File: config.mk
export PLATFORM = sky130hd
export DESIGN_NAME = fb_window_renderer
export DESIGN_NICKNAME = d
export VERILOG_FILES = /design/src/rtl/fb_window_renderer.sv
export SDC_FILE = /design/constraint.sdc
export NUM_CORES = 1
export LEC_CHECK = 0
export BUFFER_PORTS_ARGS = -buffer_cell sky130_fd_sc_hd__buf_4
export CORE_ASPECT_RATIO = 1.25
export CORE_MARGIN = 2
export CORE_UTILIZATION = 45
export DETAILED_ROUTE_END_ITERATION = 8
export PLACE_DENSITY_LB_ADDON = 0.3
export SLEW_MARGIN = 40
export SYNTH_ARGS = -nofsm -noshare
export SYNTH_HDL_FRONTEND = slang
export SYNTH_SLANG_ARGS = --single-unit
File: constraint.sdc
create_clock -name pixel_clk -period 2.25 [get_ports pixel_clk]
set_clock_uncertainty 0.1 [all_clocks]
set_input_delay 0.225 -clock pixel_clk [delete_from_list [all_inputs] [get_ports pixel_clk]]
set_output_delay 0.225 -clock pixel_clk [all_outputs]
set_load 0.02 [all_outputs]
File: src/rtl/fb_window_renderer.sv
// fb_window_renderer
//
// Pixel-colour stage that sits behind the 640x480 display timing generator.
// For every pixel inside a 256x256 window it reads an RGB565 word from an
// external synchronous framebuffer RAM. Other active pixels get a border
// colour, and blanking pixels are black. HSYNC, VSYNC and DEN travel through
// the same number of registers as the colour, so all of them stay aligned at
// the LCD pins. Scroll offsets are taken once per frame, on the falling edge
// of VSYNC, so a scroll change never tears a visible frame.
//
// Parameters:
//   START_X, START_Y  first window column / line (inclusive)
//   READ_LATENCY      RAM clocks from fb_addr to valid fb_data (1..3)
//   BORDER_COLOR      RGB565 colour for active pixels outside the window
//
// Ports:
//   pixel_clk          pixel clock
//   rst                asynchronous, active-low reset
//   x, y               pixel / line counters from the timing generator
//   in_hsync, in_vsync active-low syncs from the timing generator
//   in_den             data enable from the timing generator
//   scroll_x, scroll_y requested scroll, taken at the VSYNC falling edge
//   fb_addr            framebuffer read address {row, col}
//   fb_rd_en           read strobe, high for in-window pixels only
//   fb_data            RAM read data, READ_LATENCY clocks after fb_addr
//   LCD_R/G/B          colour bus (5/6/5 bits)
//   LCD_HYNC, LCD_SYNC delayed HSYNC / VSYNC, active low
//   LCD_DEN            delayed data enable
//   frame_count        VSYNC falling edges seen since reset
module fb_window_renderer #(
  parameter logic [15:0] START_X      = 16'd192,
  parameter logic [15:0] START_Y      = 16'd112,
  parameter int          READ_LATENCY = 1,
  parameter logic [15:0] BORDER_COLOR = 16'h0010
) (
  input  logic        pixel_clk,
  input  logic        rst,
  input  logic [15:0] x,
  input  logic [15:0] y,
  input  logic        in_hsync,
  input  logic        in_vsync,
  input  logic        in_den,
  input  logic [7:0]  scroll_x,
  input  logic [7:0]  scroll_y,
  output logic [15:0] fb_addr,
  output logic        fb_rd_en,
  input  logic [15:0] fb_data,
  output logic [4:0]  LCD_R,
  output logic [5:0]  LCD_G,
  output logic [4:0]  LCD_B,
  output logic        LCD_HYNC,
  output logic        LCD_SYNC,
  output logic        LCD_DEN,
  output logic [15:0] frame_count
);

  localparam logic [15:0] END_X      = START_X + 16'd256;
  localparam logic [15:0] END_Y      = START_Y + 16'd256;
  localparam logic [7:0]  START_X_LO = START_X[7:0];
  localparam logic [7:0]  START_Y_LO = START_Y[7:0];
  localparam int          TAP        = READ_LATENCY;

  logic        in_win;
  logic [7:0]  col;
  logic [7:0]  row;
  logic        frame_latch;

  logic [7:0]  sx_q;
  logic [7:0]  sy_q;
  logic        prev_vs_q;

  // Flag pipelines. Bit 0 is loaded together with fb_addr. Bit TAP lines up
  // with the cycle in which the RAM presents the matching fb_data.
  logic [TAP:0] win_pipe;
  logic [TAP:0] den_pipe;
  logic [TAP:0] hs_pipe;
  logic [TAP:0] vs_pipe;

  logic [15:0] color_q;

  // Only the low byte of (x - START_X) matters once the window test has
  // passed. Doing the subtraction in 8 bits gives the mod-256 wrap for free.
  always_comb begin
    in_win      = in_den
                  && (x >= START_X) && (x < END_X)
                  && (y >= START_Y) && (y < END_Y);
    col         = x[7:0] - START_X_LO + sx_q;
    row         = y[7:0] - START_Y_LO + sy_q;
    frame_latch = prev_vs_q && !in_vsync;
  end

  // The scroll and frame counter update on the VSYNC falling edge. The
  // address issued on that same edge still uses the previous scroll values.
  always_ff @(posedge pixel_clk or negedge rst) begin
    if (!rst) begin
      prev_vs_q   <= 1'b1;
      sx_q        <= 8'd0;
      sy_q        <= 8'd0;
      frame_count <= 16'd0;
    end else begin
      prev_vs_q <= in_vsync;
      if (frame_latch) begin
        sx_q        <= scroll_x;
        sy_q        <= scroll_y;
        frame_count <= frame_count + 16'd1;
      end
    end
  end

  // Outside the window the address holds its last value, so the RAM address
  // bus does not toggle during border and blanking pixels.
  always_ff @(posedge pixel_clk or negedge rst) begin
    if (!rst) begin
      fb_addr  <= 16'd0;
      fb_rd_en <= 1'b0;
    end else begin
      fb_rd_en <= in_win;
      if (in_win) begin
        fb_addr <= {row, col};
      end
    end
  end

  always_ff @(posedge pixel_clk or negedge rst) begin
    if (!rst) begin
      win_pipe <= '0;
      den_pipe <= '0;
      hs_pipe  <= '1;
      vs_pipe  <= '1;
    end else begin
      win_pipe <= {win_pipe[TAP-1:0], in_win};
      den_pipe <= {den_pipe[TAP-1:0], in_den};
      hs_pipe  <= {hs_pipe[TAP-1:0], in_hsync};
      vs_pipe  <= {vs_pipe[TAP-1:0], in_vsync};
    end
  end

  // The output register uses the flags from the tap that matches fb_data.
  // Colour, syncs and DEN therefore leave the block on the same edge.
  always_ff @(posedge pixel_clk or negedge rst) begin
    if (!rst) begin
      color_q  <= 16'd0;
      LCD_DEN  <= 1'b0;
      LCD_HYNC <= 1'b1;
      LCD_SYNC <= 1'b1;
    end else begin
      if (!den_pipe[TAP]) begin
        color_q <= 16'd0;
      end else if (!win_pipe[TAP]) begin
        color_q <= BORDER_COLOR;
      end else begin
        color_q <= fb_data;
      end
      LCD_DEN  <= den_pipe[TAP];
      LCD_HYNC <= hs_pipe[TAP];
      LCD_SYNC <= vs_pipe[TAP];
    end
  end

  assign LCD_R = color_q[15:11];
  assign LCD_G = color_q[10:5];
  assign LCD_B = color_q[4:0];

endmodule

==> Yosys cells after proc, flatten, opt, wreduce, memory -nomap -nowiden <==
Cells that the tools add are included.
{ "word_totals": {"inputBits": 69, "output_inout_bits": 52, "elab_cells": 31, "ram_bits": 0, "n_memories": 0, "latchBits": 0, "ff_bits": 77, "rom_bits": 0} }
{ "classes": {"mux": 2, "n_reduce_logical": 6, "eq_ne": 0, "bitwise_logic": 0, "n_addsub": 5, "mul": 0, "shifts": 0, "order_cmp": 4, "div_mod_pow": 0} }
{ "ops": {"columns": ["op", "count"], "rows": [
  ["16-bit by 9-bit < comparator with 1-bit output, second input constant", 2],
  ["16-bit 2-to-1 mux", 2],
  ["16-bit by 1-bit adder with 16-bit output, second input constant", 1],
  ["8-bit adder", 2],
  ["16-bit by 7-bit >= comparator with 1-bit output, second input constant", 1],
  ["16-bit by 8-bit >= comparator with 1-bit output, second input constant", 1],
  ["8-bit by 7-bit subtractor with 8-bit output, second input constant", 1],
  ["8-bit subtractor, second input constant", 1],
  ["1-bit logical AND", 5],
  ["1-bit logical NOT", 1]
]} }

==> Logic depth before layout (Yosys ltp) <==
{ "depth": {"depth_word": 5, "mapped_depth": 9, "ltp_nobuf": 9} }

==> Worst setup path after synthesis <==
No wires, ideal clock.
{ "synth_timing": {"kind": "register to register", "startpoint": "register sx_q[1]", "endpoint": "register fb_addr[7]", "path_slack_ps": 95, "n_path_buf": 0, "stages_incl_launch_ff": 9, "required_ps": 2027, "arrival_ps": 1932, "setup_ps": 123, "synth_period_minus_slack_ps": 2155, "cell_sequence": "dfrtp_1 > ha_1 > ha_1 > fa_1 > a211oi_1 > o21bai_1 > a21oi_1 > xnor2_1 > a21oi_1"} }
{ "synth_between": {"elab_chain_cells": 1} }
{ "synth_lines": {"columns": ["element", "line", "text"], "rows": [
  ["start: declaration", "68", "logic [7:0] sx_q;"],
  ["start signal: assignment", "103", "sx_q <= scroll_x;"],
  ["8-bit adder", "87", "col = x[7:0] - START_X_LO + sx_q;"],
  ["end signal: assignment", "119", "fb_addr <= {row, col};"],
  ["end: declaration", "45", "output logic [15:0] fb_addr,"]
]} }
No other way between the ends.
A chain may end at the register's enable or synchronous reset.

==> Worst setup path after layout <==
Ends and elaborated chain as after synthesis.

==> summary.txt <==
Clock tree
  – CTS Buffer Depth: 2
  – Total CTS buffers: 9
  – Clk Latency, worst-skew pair: 0.34 ns
  – Clock root buffer: clkbuf_8
  – Clock sink total: 75
  – CTS tree: done
  – Reg clk slew, reported paths: about 0.08 ns
  – H-tree depth: 3

Setup path
  – CP required: between 2 and 2.5 ns
  – Crit path max fanout: 3
  – CP endpoint kind: flop
  – Critical path class: flop to flop
  – FF-to-FF setup slack: ~0.062 ns
  – Crit path DAT: about 2.3 ns
  – CP startpoint kind: flop

Pwr
  – Leakage dissipation: 2.44 nW
  – PD cells: 711 mW/mm²
  – Worst vdd ir: 0.372 mV

Logic synthesis
  – Post-synth cell types: 36
  – Seq/Total Area, Yosys: a little over half
  – #FFs+latches synth: between 70 and 80
  – Synth warnings: 0
  – Synth area leaders: dfrtp_1, ha_1, mux2_2
  – Synth Instances: 269
  – Syn_nets: around 370
  – Top cell type's share of synthesized area: 50.1%
  – Synth Area per Inst: between 10 and 15 µm²
  – Cell Area, Synth: around 0.0034 mm²
  – Largest area contributor in the netlist: dfrtp_1

Floorplan
  – Core Area: between 0.007 and 0.008 mm²
  – Die Width: approximately 80 µm
  – Die Height: 102 µm
  – Die area: about 0.0084 mm²
  – Rows: 35
  – Starting Density: 46.6%
  – IO Pins: between 100 and 150

Detailed routing
  – Via density: about 5.0
  – Via count: 2526
  – Initial DRC Count: 67
  – Detail Route Antenna Nets: 0
  – DR pass1 iterations: 3
  – DRC Markers: 0
  – Total wire length: roughly 7200 µm
  – Drt wl/cell: 14.3 µm

STA
  – Min cycle time layout: about 2.2 ns
  – Fin crit share: about 97%
  – Final hold viol count: 0
  – Slew Limit Fails: 0
  – Slew HR: 66.6%
  – Fmax: 457 MHz
  – Setup violators final: 0
  – Worst-margin pin slew: about 0.5 ns

Final layout
  – Commonest non-fill, non-tap cell in the layout: buf_4
  – Share of layout cells above drive strength 1: 44.9%
  – Most frequent cells in the layout: buf_4, dfrtp_1, ha_1, mux2_2, xnor2_1
  – # diodes: 0
  – Fillers: a little under 600
  – Area grow syn2layout: 39.0%
  – Layout Cells excl Fill: roughly 500
  – Final #Nets: 503
  – Final Cell Area: between 0.004 and 0.005 mm²

GRT
  – GRT Util Overall: a little under a fifth
  – First-pass GRT wire length: 11800 µm
  – Largest net degree at the start of global routing: 40
  – Vias in the first global route: around 2600
  – Total gr overflow: 0
  – Antenna violations before repair: 0

Placed design
  – GPL Wtd Cong: approximately 0.7
  – Placed Cells: between 400 and 500
  – PortBufs: 120
  – Placed Area: 0.00448 mm²
  – Dpl hpwl: approximately 5400 µm

Run
  – Max_cap viols: 0

Run status
  – Run status: finished, final reports clean

Worst hold path
  – Hold Path Class: input pin to flop
per-stage QoR:
| stage | power, W | setup TNS [ns] | hold slack, ns | setup WS [ns] | utilization (%) |
|---|---|---|---|---|---|
| after global placement | 0.00233 | 0 | 0.132 | 0.0149 | 60.5 |
| after floorplan | 0.00204 | 0 | -0.171 | 0.0951 | - |
| final | 0.00341 | 0 | 0.0181 | 0.0620 | 64.7 |
| after CTS | 0.00346 | 0 | 0.0000388 | 0.0327 | 64.6 |
| after global routing | 0.00362 | -0.0141 | 0.00226 | -0.0141 | 64.7 |
| after detailed placement | 0.00235 | -0.0357 | 0.129 | -0.0357 | 60.5 |
final cells by class:
cell class / count / area (µm²) / share of cell area (%)
multi-input cells: 173 / 1490 / 31.2
clock buffers: 11 / 151 / 3.16
inverters: 15 / 56.3 / 1.18
repair buffers: 131 / 1030 / 21.5
clock inverters: 5 / 61.3 / 1.28
well taps: 92 / 115 / 2.40
flip-flops and latches: 75 / 1880 / 39.3
final timing paths:
check	from	to	cells after the start
setup / recovery	sx_q[1]	fb_addr[7]	8
hold / removal	scroll_y[0]	sy_q[0]	2
setup reg to reg	sx_q[1]	fb_addr[7]	8
hold reg to reg	den_pipe[0]	den_pipe[1]	0
max in group asynchronous	rst	vs_pipe[1]	3
min in group asynchronous	rst	frame_count[12]	2
cells in the mapped netlist:
cell	count
nor2b_1	4
a31oi_1	1
nor4_2	2
a21o_1	1
mux2_4	3
and4_1	1
nor4b_2	1
xor2_1	6
o21a_1	1
a21boi_0	1
and3_1	18
nand3_1	5
a21oi_1	10
a211oi_1	1
nor4_1	1
o31a_1	1
mux2_2	24
fa_1	2
dfrtp_1	69
nor3_1	2
mux2i_1	1
inv_1	15
ha_1	27
o21bai_1	1
or2_2	1
buf_8	1
o22ai_1	1
nor2_1	9
nand2_1	11
dfstp_2	6
nor3_4	1
nand4_1	6
xnor2_1	24
o21ai_0	4
clkbuf_1	5
o211ai_1	2
metal layers:
metal / wire, µm / GRT usage, % / up-vias / share of wire [%]
met5: 0 / 0 / - / 0
met4: 111 / 6.92 / 0 / 1.6
met3: 619 / 4.33 / 12 / 8.7
met2: 3690 / 33.1 / 93 / 52
met1: 2730 / 21.6 / 1214 / 38
li1: - / - / 1207 / -
registers in the layout (all words and copies together), names as in the netlist:
signal	cells
sx_q	8
color_q	16
sy_q	8
vs_pipe	2
den_pipe	2
frame_count	16
LCD_SYNC	1
LCD_HYNC	1
win_pipe	2
LCD_DEN	1
hs_pipe	2
fb_addr	16
cells by family (layout without fill, tap and decap cells):
kind of cell             Yosys count  count (layout)  synth area share, %
adder cells (fa/ha/maj)           29              29                 11.0
buffers and inverters             21             162                 2.61
XOR/XNOR                          30              30                 7.62
AND/OR/NAND/NOR                   62              62                 10.5
multiplexers                      28              28                 9.44
flip-flops                        75              75                 54.7
AO/OA/AOI/OAI                     24              24                 4.17
power breakdown:
group          leakage (nW)  switching (W)  internal (W)
registers             0.963      0.0000943       0.00145
logic                  1.38       0.000367      0.000422
clock network        0.0978       0.000495      0.000574
what timing repair did:
item / CTS / global route
pin swaps: 0 / 6
setup buffers: 0 / 0
gates resized for setup: 2 / 4
hold buffers: 8 / 0
setup endpoints to repair: 1 / 4
hold endpoints to repair: 43 / 0
cloned: 0 / 0
worst max-delay path, stage by stage (launching register included):
cell and delay [ns]:
dfrtp_1 0.39, ha_1 0.28, ha_2 0.20, fa_2 0.43, a211oi_2 0.21, o21bai_1 0.10, a21oi_1 0.17, xnor2_1 0.14
a21oi_1 0.08
(Power assumes the default switching activity.)
